File: src/rtl/btn_debouncer_multi.sv
`timescale 1ns/1ps
// btn_debouncer_multi
// Multi-channel button conditioner. Each channel corrects the pad polarity,
// synchronises it into clk, filters it with a time-based stability counter
// and produces registered press, release and auto-repeat pulses.
// All channels are independent copies of the same pipeline.

module btn_debouncer_multi #(
    parameter int  CLKIN_FREQ      = 27000000,
    parameter real DEBOUNCE_PERIOD = 10e-3,
    parameter int  NUM_BTNS        = 4,
    parameter int  ACTIVE_LOW      = 1,
    parameter real REPEAT_DELAY    = 0.5,
    parameter real REPEAT_RATE     = 0.1
) (
    input  logic                clk,
    input  logic                reset,
    input  logic [NUM_BTNS-1:0] noisyIn,
    output logic [NUM_BTNS-1:0] debounceOut,
    output logic [NUM_BTNS-1:0] pressPulse,
    output logic [NUM_BTNS-1:0] releasePulse,
    output logic [NUM_BTNS-1:0] repeatPulse
);

    // Cycle counts derived from the real-valued time parameters (rounded).
    localparam int D_RAW  = $rtoi(CLKIN_FREQ * DEBOUNCE_PERIOD + 0.5);
    localparam int RD_RAW = $rtoi(CLKIN_FREQ * REPEAT_DELAY + 0.5);
    localparam int RR_RAW = $rtoi(CLKIN_FREQ * REPEAT_RATE + 0.5);

    // A zero debounce time still needs one confirming cycle, a zero repeat
    // delay disables repeat, and the repeat rate is at least one cycle.
    localparam int D    = (D_RAW < 1) ? 1 : D_RAW;
    localparam int RD   = (RD_RAW < 0) ? 0 : RD_RAW;
    localparam int RR   = (RR_RAW < 1) ? 1 : RR_RAW;
    localparam int RMAX = (RD > RR) ? RD : RR;

    localparam int CNT_W  = (D > 1)    ? $clog2(D + 1)    : 1;
    localparam int RCNT_W = (RMAX > 1) ? $clog2(RMAX + 1) : 1;

    // Terminal values at which the counters clear instead of incrementing.
    localparam logic [CNT_W-1:0]  CNT_LAST = CNT_W'(D - 1);
    localparam logic [RCNT_W-1:0] RD_LAST  = RCNT_W'((RD > 0) ? (RD - 1) : 0);
    localparam logic [RCNT_W-1:0] RR_LAST  = RCNT_W'(RR - 1);

    typedef enum logic [1:0] {
        RELEASED    = 2'd0,
        HOLD_DELAY  = 2'd1,
        HOLD_REPEAT = 2'd2
    } repeatState_t;

    // Polarity correction happens before the synchroniser so that every
    // internal signal uses 1 = pressed.
    logic [NUM_BTNS-1:0] w_corrected;
    assign w_corrected = (ACTIVE_LOW != 0) ? ~noisyIn : noisyIn;

    for (genvar g = 0; g < NUM_BTNS; g++) begin : gChan

        logic               r_s0;
        logic               r_s1;
        logic               r_level;
        logic [CNT_W-1:0]   r_cnt;
        logic               r_press;
        logic               r_release;
        logic               r_repeat;
        logic [RCNT_W-1:0]  r_rcnt;
        repeatState_t       r_state;

        logic               w_mismatch;
        logic               w_settle;
        logic               w_pressEv;
        logic               w_releaseEv;
        repeatState_t       w_stateNext;
        logic [RCNT_W-1:0]  w_rcntNext;
        logic               w_repeatNext;

        // Two-flop synchroniser; resets to the released level so a button
        // that is idle across reset produces no spurious event.
        always_ff @(posedge clk or negedge reset) begin
            if (!reset) begin
                r_s0 <= 1'b0;
                r_s1 <= 1'b0;
            end else begin
                r_s0 <= w_corrected[g];
                r_s1 <= r_s0;
            end
        end

        // The level flips on the edge where the synchronised input has
        // disagreed with it for D consecutive cycles.
        assign w_mismatch  = (r_s1 != r_level);
        assign w_settle    = w_mismatch && (r_cnt == CNT_LAST);
        assign w_pressEv   = w_settle && r_s1;
        assign w_releaseEv = w_settle && !r_s1;

        // Stability counter: counts disagreeing cycles and restarts on any
        // bounce back to the current level.
        always_ff @(posedge clk or negedge reset) begin
            if (!reset) begin
                r_cnt   <= '0;
                r_level <= 1'b0;
            end else if (w_mismatch) begin
                if (r_cnt == CNT_LAST) begin
                    r_level <= r_s1;
                    r_cnt   <= '0;
                end else begin
                    r_cnt <= r_cnt + 1'b1;
                end
            end else begin
                r_cnt <= '0;
            end
        end

        // Press and release pulses are registered on the same edge the
        // debounced level changes, so they line up with it exactly.
        always_ff @(posedge clk or negedge reset) begin
            if (!reset) begin
                r_press   <= 1'b0;
                r_release <= 1'b0;
            end else begin
                r_press   <= w_pressEv;
                r_release <= w_releaseEv;
            end
        end

        // Repeat FSM state, repeat counter and registered repeat pulse.
        always_ff @(posedge clk or negedge reset) begin
            if (!reset) begin
                r_state  <= RELEASED;
                r_rcnt   <= '0;
                r_repeat <= 1'b0;
            end else begin
                r_state  <= w_stateNext;
                r_rcnt   <= w_rcntNext;
                r_repeat <= w_repeatNext;
            end
        end

        // Repeat FSM next state: the first repeat comes RD cycles after the
        // press, later ones every RR cycles; release overrides everything so
        // no repeat is emitted in the release cycle.
        always_comb begin
            w_stateNext  = r_state;
            w_rcntNext   = r_rcnt;
            w_repeatNext = 1'b0;
            case (r_state)
                RELEASED: begin
                    if (w_pressEv && (RD > 0)) begin
                        w_stateNext = HOLD_DELAY;
                        w_rcntNext  = '0;
                    end
                end
                HOLD_DELAY: begin
                    if (r_rcnt == RD_LAST) begin
                        w_repeatNext = 1'b1;
                        w_rcntNext   = '0;
                        w_stateNext  = HOLD_REPEAT;
                    end else begin
                        w_rcntNext = r_rcnt + 1'b1;
                    end
                end
                HOLD_REPEAT: begin
                    if (r_rcnt == RR_LAST) begin
                        w_repeatNext = 1'b1;
                        w_rcntNext   = '0;
                    end else begin
                        w_rcntNext = r_rcnt + 1'b1;
                    end
                end
                default: begin
                    w_stateNext = RELEASED;
                    w_rcntNext  = '0;
                end
            endcase
            if (w_releaseEv) begin
                w_stateNext  = RELEASED;
                w_rcntNext   = '0;
                w_repeatNext = 1'b0;
            end
        end

        assign debounceOut[g]  = r_level;
        assign pressPulse[g]   = r_press;
        assign releasePulse[g] = r_release;
        assign repeatPulse[g]  = r_repeat;

    end : gChan

endmodule

File: config.mk
export PLATFORM = sky130hd
export DESIGN_NAME = btn_debouncer_multi
export DESIGN_NICKNAME = d
export VERILOG_FILES = /design/src/rtl/btn_debouncer_multi.sv
export SDC_FILE = /design/constraint.sdc
export NUM_CORES = 1
export LEC_CHECK = 0
export CAP_MARGIN = 20
export CORE_ASPECT_RATIO = 1.1
export CORE_UTILIZATION = 37
export CTS_CLUSTER_DIAMETER = 150
export DETAILED_ROUTE_END_ITERATION = 8
export GPL_ROUTABILITY_DRIVEN = 1
export PLACE_DENSITY_LB_ADDON = 0.25
export SKIP_LAST_GASP = 1
export SYNTH_ARGS = -nofsm -noshare
export SYNTH_HDL_FRONTEND = slang
export SYNTH_SLANG_ARGS = --single-unit
File: constraint.sdc
create_clock -name clk -period 2.7 [get_ports clk]
set_input_delay 0.54 -clock clk [delete_from_list [all_inputs] [get_ports clk]]
set_output_delay 0.54 -clock clk [all_outputs]
set_load 0.005 [all_outputs]
==> results of run 1 <==
==> worst register-to-register path, cell delays in order (launching register included) <==
cell                       delay, ps
sky130_fd_sc_hd__dfrtp_1         400
sky130_fd_sc_hd__nand4b_1        180
sky130_fd_sc_hd__or4_4           520
sky130_fd_sc_hd__o41a_1          470
sky130_fd_sc_hd__a211o_4         390
sky130_fd_sc_hd__or4_1           430
sky130_fd_sc_hd__nand3_1          90
==> cells in the final DEF (no fill, tap or decap), types with 7 or more instances in the layout <==
cell	synthesis	final
sky130_fd_sc_hd__inv_1	40	40
sky130_fd_sc_hd__o31ai_1	15	14
sky130_fd_sc_hd__a22oi_1	9	9
sky130_fd_sc_hd__clkdlybuf4s50_1	0	20
sky130_fd_sc_hd__o21ai_0	29	29
sky130_fd_sc_hd__ha_1	24	24
sky130_fd_sc_hd__a22o_1	12	12
sky130_fd_sc_hd__and3_1	21	21
sky130_fd_sc_hd__clkbuf_16	0	25
sky130_fd_sc_hd__and4_1	13	13
sky130_fd_sc_hd__a31oi_1	10	10
sky130_fd_sc_hd__xor2_1	45	45
sky130_fd_sc_hd__dfrtp_1	204	204
sky130_fd_sc_hd__nor4b_1	10	10
sky130_fd_sc_hd__nand4_1	45	45
sky130_fd_sc_hd__o211ai_1	12	12
sky130_fd_sc_hd__nand3_1	138	138
sky130_fd_sc_hd__a21oi_1	10	9
sky130_fd_sc_hd__xnor2_1	31	31
sky130_fd_sc_hd__nor3_1	22	21
sky130_fd_sc_hd__and2_1	11	11
sky130_fd_sc_hd__o311ai_0	22	22
sky130_fd_sc_hd__or4_1	12	12
sky130_fd_sc_hd__nand2_1	129	129
sky130_fd_sc_hd__nand2b_1	9	9
sky130_fd_sc_hd__nand4b_1	8	8
sky130_fd_sc_hd__nor4_1	13	13
sky130_fd_sc_hd__buf_4	16	31
sky130_fd_sc_hd__nand3b_1	9	9
sky130_fd_sc_hd__or3_1	26	26
sky130_fd_sc_hd__clkbuf_8	0	7
sky130_fd_sc_hd__nor2_1	116	115
sky130_fd_sc_hd__or2_2	9	9
==> sequential cells by signal, indices dropped and copies added, names as in the netlist <==
register,count
gChan.r_rcnt,96
gChan.r_cnt,76
gChan.r_state,8
gChan.r_level,4
gChan.r_press,4
gChan.r_release,4
gChan.r_repeat,4
gChan.r_s0,4
gChan.r_s1,4
==> through the flow <==
step	hold slack (ps)	setup TNS (ps)
floorplan	244.4	0
global placement	331.6	0
detailed placement	334.7	0
CTS	347.3	0
global route	357.4	-7.166
finish	346.0	0
==> layout make-up <==
cell class                      count  area, um^2
Tap cell                          368       460.4
Fill cell                        2792       16320
Timing Repair Buffer               58       558.0
Multi-Input combinational cell    874        5318
Clock inverter                      8       142.6
Sequential cell                   204        5105
Inverter                           40       150.1
Clock buffer                       37       740.7
==> how the worst min path moves through the flow <==
stage	cells past startpoint	slack [ps]	to
after global placement	0	330	gChan[2].r_s1
after global routing	0	360	gChan[0].r_s1
after floorplan	0	240	gChan[0].r_cnt[0]
final	0	350	gChan[2].r_s1
after CTS	0	350	gChan[2].r_s1
after detailed placement	0	330	gChan[0].r_s1
==> routing by layer <==
metal | part of all wire [%] | global-route usage [%] | vias to the layer above
met2 | 48 | 26.53 | 96
li1 | - | - | 4286
met5 | 0 | 0 | -
met4 | 2.1 | 3.927 | 0
met1 | 48 | 21.59 | 4108
met3 | 2.6 | 2.010 | 32
==> kinds of logic (layout without fill, tap and decap cells) <==
kind of cell,count (synthesis),after routing,synth area share (%)
AOI/OAI and AO/OA,156,156,10.32
xor gates and xnor gates,76,76,6.133
adders and majority gates,24,24,2.767
buffers and inverters,96,143,4.116
DFF,204,204,47.04
muxes,3,3,0.3113
and+or+nand+nor,615,615,29.32
==> power by group <==
group | internal (uW) | leakage (uW) | switching (uW) | total (uW)
sequential | 3080 | 0.00282 | 15.6 | 3090
combinational | 37.2 | 0.00185 | 94.4 | 132
clock | 2270 | 0.000433 | 1280 | 3550
==> repair_timing <==
item / CTS / global route
resized for setup: 0 / 3
hold buffers: 1 / 0
endpoints found under the setup margin: 0 / 10
hold endpoints to repair: 48 / 0
buffers inserted: 0 / 0
==> results.rst, run 1 <==
.. list-table::
   :header-rows: 1

   * - Metric
     - Value
   * - Run status
     - finished, violations left
   * - Failing checks
     - design-rule violations
   * - Final net count
     - about 1200
   * - Sequential area share after synthesis
     - approximately 47%
   * - Critical path start-end classification
     - register to register
   * - Post-route standard cell area excluding fillers
     - ~0.012 mm^2
   * - Worst path depth
     - 6
   * - Remaining antenna violation count after routing
     - 0
   * - Fraction of synthesized cell area taken by the top area cell type
     - 47.04%
   * - Final clock period utilization by the worst path
     - between 90% and 100%
   * - Core Box Area
     - between 0.02 and 0.03 mm^2
   * - Via count of the first global-routing pass
     - 8451
   * - Placed instance area
     - about 0.012 mm^2
   * - Cells taking the most area after synthesis
     - sky130_fd_sc_hd__dfrtp_1 47%, sky130_fd_sc_hd__nand3_1 6.4%, sky130_fd_sc_hd__nand2_1 4.5%, sky130_fd_sc_hd__nor2_1 4.0%, sky130_fd_sc_hd__xor2_1 3.6%
   * - Number of synthesized register bits
     - roughly 200
   * - Mapped Cells
     - 1174
   * - Clock Skew
     - 8.102 ps
   * - Setup-violating endpoint count in the final report
     - 0
   * - Worst Hold Launch
     - gChan[2].r_s0
   * - R2R setup slack
     - between 150 and 200 ps
   * - Worst Path Max Fanout
     - 22
   * - Total power of the final layout
     - 6776 uW
   * - Max stage delay cell, worst path
     - sky130_fd_sc_hd__or4_4
   * - Dominant delay contributor by cell family on the critical path
     - simple AND/OR/NAND/NOR gates
   * - Max-slew violation total from the final report
     - 0
   * - Reg-to-Reg End
     - gChan[2].r_rcnt[13]
   * - Sink count of the clock tree
     - 204
   * - Distinct cell type count after synthesis
     - 57
   * - Initial Util
     - 37.70%
   * - P per Cell Area
     - between 500 and 600 mW/mm^2
   * - Launching point of the worst reg2reg path
     - gChan[2].r_cnt[6]
   * - Non-filler instance count after layout
     - 1589
   * - Number of antenna violations at the first check in global routing
     - 0
   * - Crit-path cells
     - nand4b_1 > or4_4 > o41a_1 > a211o_4 > or4_1 > nand3_1
   * - Final hold violation count
     - 0
   * - Peak per-stage delay on the critical path
     - approximately 520 ps
   * - Cell accounting for the most synthesized area
     - sky130_fd_sc_hd__dfrtp_1
   * - Most instantiated cells after synthesis
     - 204 x sky130_fd_sc_hd__dfrtp_1, 138 x sky130_fd_sc_hd__nand3_1, 129 x sky130_fd_sc_hd__nand2_1
   * - Static leakage
     - slightly above 0.005 uW
   * - Worst r2r path cells
     - 6
   * - DRC
     - 4
   * - Clock-pin slew reported for the worst setup and hold paths after clock tree synthesis
     - roughly 60 ps
   * - Mean post-synth cell area
     - around 9.2 um^2
   * - Final Wtd Congestion
     - 0.7935
   * - Arr. time, crit path
     - just under 3000 ps
   * - Max-cap viol count
     - 0
   * - Synthesis Warnings
     - 0
   * - Global-route total usage across every layer
     - 15.86%
   * - Fraction of registers with async set/reset
     - 100.0%
   * - Top-level I/O count
     - 22
   * - Later-pin clock latency in the skew report
     - around 510 ps
   * - Avg WL per Cell
     - about 14 um
   * - Number of buffers on the longest clock path
     - 3
   * - Most frequent cell after synthesis
     - sky130_fd_sc_hd__dfrtp_1
   * - Vertical extent of the die
     - between 150 and 200 um
   * - Worst setup path endpoint
     - gChan[2].r_rcnt[13]
   * - Actual transition at the worst max-transition pin
     - approximately 780 ps
   * - Width of the die
     - around 170 um
   * - Synthesized netlist net count
     - about 1200
   * - Required time worst endpoint
     - 3150 ps
   * - Post-detailed-placement half-perimeter wirelength
     - 15.07 mm
   * - CTS HTree Levels
     - 1
   * - Inserted Clock Buffers
     - 25
   * - Global-route wire length before repair
     - a little over 40 mm
   * - CP bufs+invs
     - 0
   * - Ant diodes
     - 0
   * - Final period demand of the worst path
     - around 2500 ps
   * - Fmax achieved
     - 0.3962 GHz
   * - Util after Layout
     - a little over two fifths
   * - First element of the critical path
     - gChan[2].r_cnt[6]
   * - Count of buffers inserted at the top-level ports
     - 21
   * - Wire length reported by the detailed router
     - between 20 and 25 mm
   * - First-pass detailed-route iteration total
     - 7
   * - Maximum number of pins on one net before global-route repair
     - 54
   * - Die area
     - roughly 0.03 mm^2
   * - Final worst slack
     - around 180 ps
   * - Clock Root Buffer
     - sky130_fd_sc_hd__clkbuf_16
   * - CP endpoint kind
     - register
   * - Post-synth EDFFs
     - 0
   * - Worst supply voltage drop on vdd
     - ~0.43 mV
   * - Top flip-flop cell by instance count after synthesis
     - sky130_fd_sc_hd__dfrtp_1
   * - Clock tree from TritonCTS
     - done
   * - Worst slew margin relative to its limit
     - around 48%
   * - Kind of launch point of the worst setup path
     - register
   * - Site row count
     - 65
   * - Layout overhead on the synthesized area
     - 14.94%
   * - Initial DRC Count
     - 517
   * - Number of vias per cell after detailed routing
     - roughly 5.4
   * - Worst min-delay path class
     - register to register
   * - Overflow left after global routing
     - 0
   * - Setup slack at placement
     - between 100 and 150 ps
   * - Setup repair after global routing missed its margin
     - true
   * - Fraction of layout cells with a size suffix above 1
     - under 10%
   * - Post-synthesis instance area
     - between 0.01 and 0.015 mm^2
   * - Post-placement cell count
     - 1543
   * - Total via count after detailed routing
     - between 8000 and 9000
Note: power is estimated with default switching activity, not from simulation.
==> run 2, diff against run 1 <==
--- a/config.mk
+++ b/config.mk
@@ -8,7 +8,6 @@
 export CAP_MARGIN = 20
 export CORE_ASPECT_RATIO = 1.1
 export CORE_UTILIZATION = 37
-export CTS_CLUSTER_DIAMETER = 150
 export DETAILED_ROUTE_END_ITERATION = 8
 export GPL_ROUTABILITY_DRIVEN = 1
 export PLACE_DENSITY_LB_ADDON = 0.25
==> results of run 2 <==
Final layout, timing and power as in run 1 (identical DEF).
==> edit 1, RTL diff (flow settings as in run 1) <==
The parameter `NUM_BTNS` goes from 4 to 5.
--- a/src/rtl/btn_debouncer_multi.sv
+++ b/src/rtl/btn_debouncer_multi.sv
@@ -10,3 +10,3 @@
     parameter real DEBOUNCE_PERIOD = 10e-3,
-    parameter int  NUM_BTNS        = 4,
+    parameter int  NUM_BTNS        = 5,
     parameter int  ACTIVE_LOW      = 1,
Interface: changed (5 resized); port bits go from 22 to 27. No check against the original RTL was run, so the function may have changed too.
==> edit 1 against run 1 <==
Wire length rose by 26%; setup slack got worse by 0.035 ns; utilization rose by 0.34 points; synthesized area rose by 25%; sequential share of layout area fell by 0.42 points; final area rose by 26%; sequential cell count rose by 51; total power rose by 25%.
==> edit 1: results (changes against run 1) <==
----------------------------------------------------
[Worst hold path]
  Sink of the worst hold path ... gChan[1].r_s1$_DFF_PN0_
  Start point of the worst hold path ... gChan[1].r_s0$_DFF_PN0_

[Route]
  1st-iter DRT viols ... 553 (+7.0%)
  First-pass iteration count of the detailed router ... 4 (-3)
  Vias post-DR ... 10,600 (+24%)

[Yosys]
  Area contributors post-synth ... dfrtp_1 47%, nand3_1 5.1%, nor2_1 4.8%
  Part of the Yosys area used for sequential elements ... 0.471 (+0.000935)
  Number of distinct library cells after synthesis ... 61 (+7.0%)
  Fraction of synthesized area in multiplexers ... 0.00416 (+0.00105)
  Fraction of the mapped netlist area in compound gates ... 0.0963 (-0.00689)
  Post-synthesis share of cell area spent on full adders, half adders and majority gates ... 0.0277 (+0.0000550)
  Number of nets in the synthesized netlist ... 1,493 (+24%)

[Placed design]
  Final estimated routing congestion in global placement ... 0.811 (+2.3%)
  Count of input and output buffers ... 26 (+24%)
  Half-perimeter wire length after detailed placement ... 19.3 mm (+28%)
  Dpl ws ... 0.0108 ns (-0.127 ns)

[Outcome]
  Outcome ... finished clean

[Clock tree]
  Clock transition at the registers of the reported paths ... 0.06 ns (about the same)
  Latest clock arrival within the worst-skew pair ... 0.57 ns (+0.06 ns)
  Number of CTS-inserted buffers ... 30 (+20%)
  Root Buffer ... clkbuf_16

[GRT]
  Antenna violations before repair ... 0 (unchanged)
  Global-route usage over all layers ... 0.159 (+0.000593)
  Maximum number of pins on one net before global-route repair ... 62 (+15%)
  Number of global-route vias before repair ... 10,500 (+24%)
  First-pass GRT wire length ... 50.5 mm (+25%)

[Worst setup path]
  Signal arrival time at the worst endpoint ... 3.07 ns (+0.09 ns)
  Slowest cell on the critical path ... or4_1
  Largest fanout of any net on the critical path ... 4 (-82%)
  Worst reg-to-reg setup slack ... 0.14 ns (-0.04 ns)
  Terminus of the critical flop-to-flop path ... gChan[0].r_state[1]$_DFFE_PN0P_
  Startpoint of the lowest-slack register-to-register path ... gChan[0].r_rcnt[20]$_DFFE_PN0P_
  Peak per-stage delay on the critical path ... 0.56 ns (+0.04 ns)

[Pwr]
  Leakage component of the power ... 6.40 nW (+25%)

[Cells and area]
  Largest registers ranked by flip-flop count ... gChan.r_rcnt x120, gChan.r_cnt x95, gChan.r_state x10

[Timing]
  Tightest slew margin relative to the limit ... 0.514 (+0.0377)
  Period minus WS final ... 2.56 ns (+0.0352 ns)
  Worst Skew ... 0.00934 ns (+0.00124 ns)

----------------------------------------------------
edit 1: worst register-to-register path: cells and delay by family (launching register included):
family          cells  cell delay (ns)
simple gates        4             1.77
compound gates      2             0.37
flops               1             0.38
edit 1: final cells by class:
cell class                      count  area (um^2)
Clock buffer                       39          866
Clock inverter                     17          224
Fill cell                        3498        20300
Inverter                           50          188
Multi-Input combinational cell   1083         6660
Sequential cell                   255         6380
Tap cell                          487          609
Timing Repair Buffer               91          831
edit 1: what timing repair did:
item | in CTS | in global routing
hold endpoints to repair | 55 | 0
hold buffers | 1 | 0
setup endpoints to repair | 0 | 64
gates resized for setup | 0 | 19
edit 1: power breakdown:
group          total, mW  switching [mW]  internal [mW]  leakage (nW)
clock               4.40            1.67           2.73         0.531
combinational      0.169           0.119         0.0494          2.34
sequential          3.87          0.0233           3.85          3.53
total               8.44            1.81           6.63          6.40
edit 1: logic make-up (layout without fill, tap and decap cells):
logic type                 count (synthesis)  count (layout)
and+or+nand+nor                          753             753
adders and majority gates                 30              30
xor gates and xnor gates                 113             113
DFF                                      255             255
buffers and inverters                    118             197
AOI/OAI and AO/OA                        182             182
muxes                                      5               5
edit 1: per-stage QoR:
stage	util	cells	area (um^2)	hold WS, ns	TNS (ns)
5_1_grt	0.437	2022	15800	0.356	-0.0569
2_1_floorplan	-	1456	13500	0.244	0
6_report	0.437	2022	15800	0.347	0
4_1_cts	0.435	2022	15700	0.348	0
3_5_place_dp	0.404	1965	14600	0.335	0
3_3_place_gp	0.404	1965	14600	0.334	0
edit 1: per-layer routing:
metal	wire, um	GRT usage	vias to the layer above
li1	-	-	5308
met1	13800	0.218	5135
met2	13300	0.261	112
met3	952	0.0240	39
met4	538	0.0435	0
met5	0	0	-
==> edit 2, RTL diff (settings of run 1) <==
Made on the original files. Reset style: synchronous (`reset`), changed in 4 clocked blocks.
--- a/src/rtl/btn_debouncer_multi.sv
+++ b/src/rtl/btn_debouncer_multi.sv
@@ -77,3 +77,3 @@
         // that is idle across reset produces no spurious event.
-        always_ff @(posedge clk or negedge reset) begin
+        always_ff @(posedge clk) begin
             if (!reset) begin
@@ -96,3 +96,3 @@
         // bounce back to the current level.
-        always_ff @(posedge clk or negedge reset) begin
+        always_ff @(posedge clk) begin
             if (!reset) begin
@@ -114,3 +114,3 @@
         // debounced level changes, so they line up with it exactly.
-        always_ff @(posedge clk or negedge reset) begin
+        always_ff @(posedge clk) begin
             if (!reset) begin
@@ -125,3 +125,3 @@
         // Repeat FSM state, repeat counter and registered repeat pulse.
-        always_ff @(posedge clk or negedge reset) begin
+        always_ff @(posedge clk) begin
             if (!reset) begin
Check against the original RTL: no difference found for any inputs over 10 cycles, from zero or initial values and one cycle with reset low; that may be too few to reach the edited logic, so the function may still have changed.
==> edit 2 against run 1 <==
Hold slack better by 0.083 ns; wire length is 8.0% lower; count of clock-buffer cells in the layout is 1 lower; final area is 6.8% lower; clock skew is 0.0020 ns lower; synthesized area is 6.5% lower; sequential cell count stayed put; synthesized cell count is 0.77% higher; sequential power is 2% lower; largest power group unchanged; critical path depth is 2 higher; global-route usage is 0.85 points lower; total power is 3.7% lower; sequential share of layout area is 5.8 points lower; setup slack better by 0.11 ns.
==> edit 2: results (changes against run 1) <==
----------------------------------------------------
[Outcome]
  Outcome ... finished clean

[Timing]
  Worst Hold Margin ... 0.429 ns (+0.0834 ns)
  Transition time at the pin with the least slew margin ... 0.718 ns (-0.0672 ns)
  Worst Skew ... 0.00614 ns (-0.00196 ns)

[Placed design]
  Dpl ws ... 0.219 ns (+0.0807 ns)
  Cell total after placement ... 1,547 (+0.26%)
  Cell area after placement ... 10,800 um^2 (-6.9%)
  Half-perimeter wire length after detailed placement ... 14.8 mm (-2.1%)
  Final estimated routing congestion in global placement ... 0.796 (+0.26%)

[Clock tree]
  Number of CTS-inserted buffers ... 24 (-4.0%)

[Worst hold path]
  Sink of the worst hold path ... gChan[3].r_s1$_SDFF_PN0_
  Hold Path Stages ... 1 (+1)
  Start point of the worst hold path ... gChan[3].r_s0$_SDFF_PN0_

[Worst setup path]
  Worst reg-to-reg setup slack ... 0.29 ns (+0.11 ns)
  Signal arrival time at the worst endpoint ... 2.81 ns (-0.17 ns)
  Largest fanout of any net on the critical path ... 10 (-55%)

[Yosys]
  Fraction of registers with async set/reset ... 0 (-1.00)
  Number of nets in the synthesized netlist ... 1,213 (+0.75%)
  Area contributors post-synth ... dfxtp_1 40%, nor2_1 5.9%, xor2_1 5.8%
  Most frequent cells after synthesis ... 204 x dfxtp_1, 160 x nor2_1, 111 x nand2_1, 92 x nand3_1, 67 x xor2_1

[GRT]
  Global-route usage over all layers ... 0.150 (-0.00851)

[Route]
  1st-iter DRT viols ... 326 (-37%)
  Final Routed Wirelength ... 20.9 mm (-8.0%)
  Detail-routed via count per cell ... 5.23 (-2.5%)

[Cells and area]
  Area used by multi-input combinational logic ... 5660 um^2 (+6.4%)

----------------------------------------------------
## edit 2: cell type report
cell class,instances,share of cell area
Multi-Input combinational cell,899,0.486
Sequential cell,204,0.351
Clock buffer,36,0.0642
Timing Repair Buffer,53,0.0387
Tap cell,357,0.0384
Inverter,34,0.0110
Clock inverter,8,0.0101
## edit 2: cell families after synthesis
kind of cell / after synthesis / share of synthesized area
xor+xnor: 98 / 0.0846
simple gates: 614 / 0.315
buf+inv: 80 / 0.0403
flops: 204 / 0.402
compound gates: 163 / 0.129
fa+ha+maj: 24 / 0.0296
## edit 2: power by group through the flow
stage                     clock network, mW  logic, mW  registers, mW
after floorplan                           0     0.0508           3.09
after CTS                              3.54     0.0836           3.02
after global placement                    0     0.0831           3.09
final                                  3.42     0.0815           3.02
after global routing                   3.67     0.0903           3.02
after detailed placement                  0     0.0834           3.09
## edit 2: worst max path at each step
stage	startpoint	endpoint	slack (ns)	cells after the start
detailed placement	reset	gChan[2].r_rcnt[6]$_SDFFE_PP0P_	0.22	6
global placement	gChan[1].r_cnt[0]$_SDFF_PP0_	gChan[1].r_rcnt[12]$_SDFFE_PP0P_	0.31	8
CTS	gChan[1].r_rcnt[0]$_SDFFE_PP0P_	gChan[1].r_rcnt[12]$_SDFFE_PP0P_	0.29	8
floorplan	gChan[0].r_rcnt[0]$_SDFFE_PP0P_	gChan[0].r_rcnt[0]$_SDFFE_PP0P_	0.42	9
global route	gChan[3].r_cnt[10]$_SDFF_PP0_	gChan[3].r_rcnt[11]$_SDFFE_PP0P_	0.07	7
finish	gChan[1].r_rcnt[0]$_SDFFE_PP0P_	gChan[1].r_rcnt[22]$_SDFFE_PP0P_	0.29	8
## edit 2: per-layer routing
layer	vias to the layer above	track usage
li1	4336	-
met1	3865	0.198
met2	93	0.256
met3	27	0.0246
met4	0	0.0341
met5	-	0
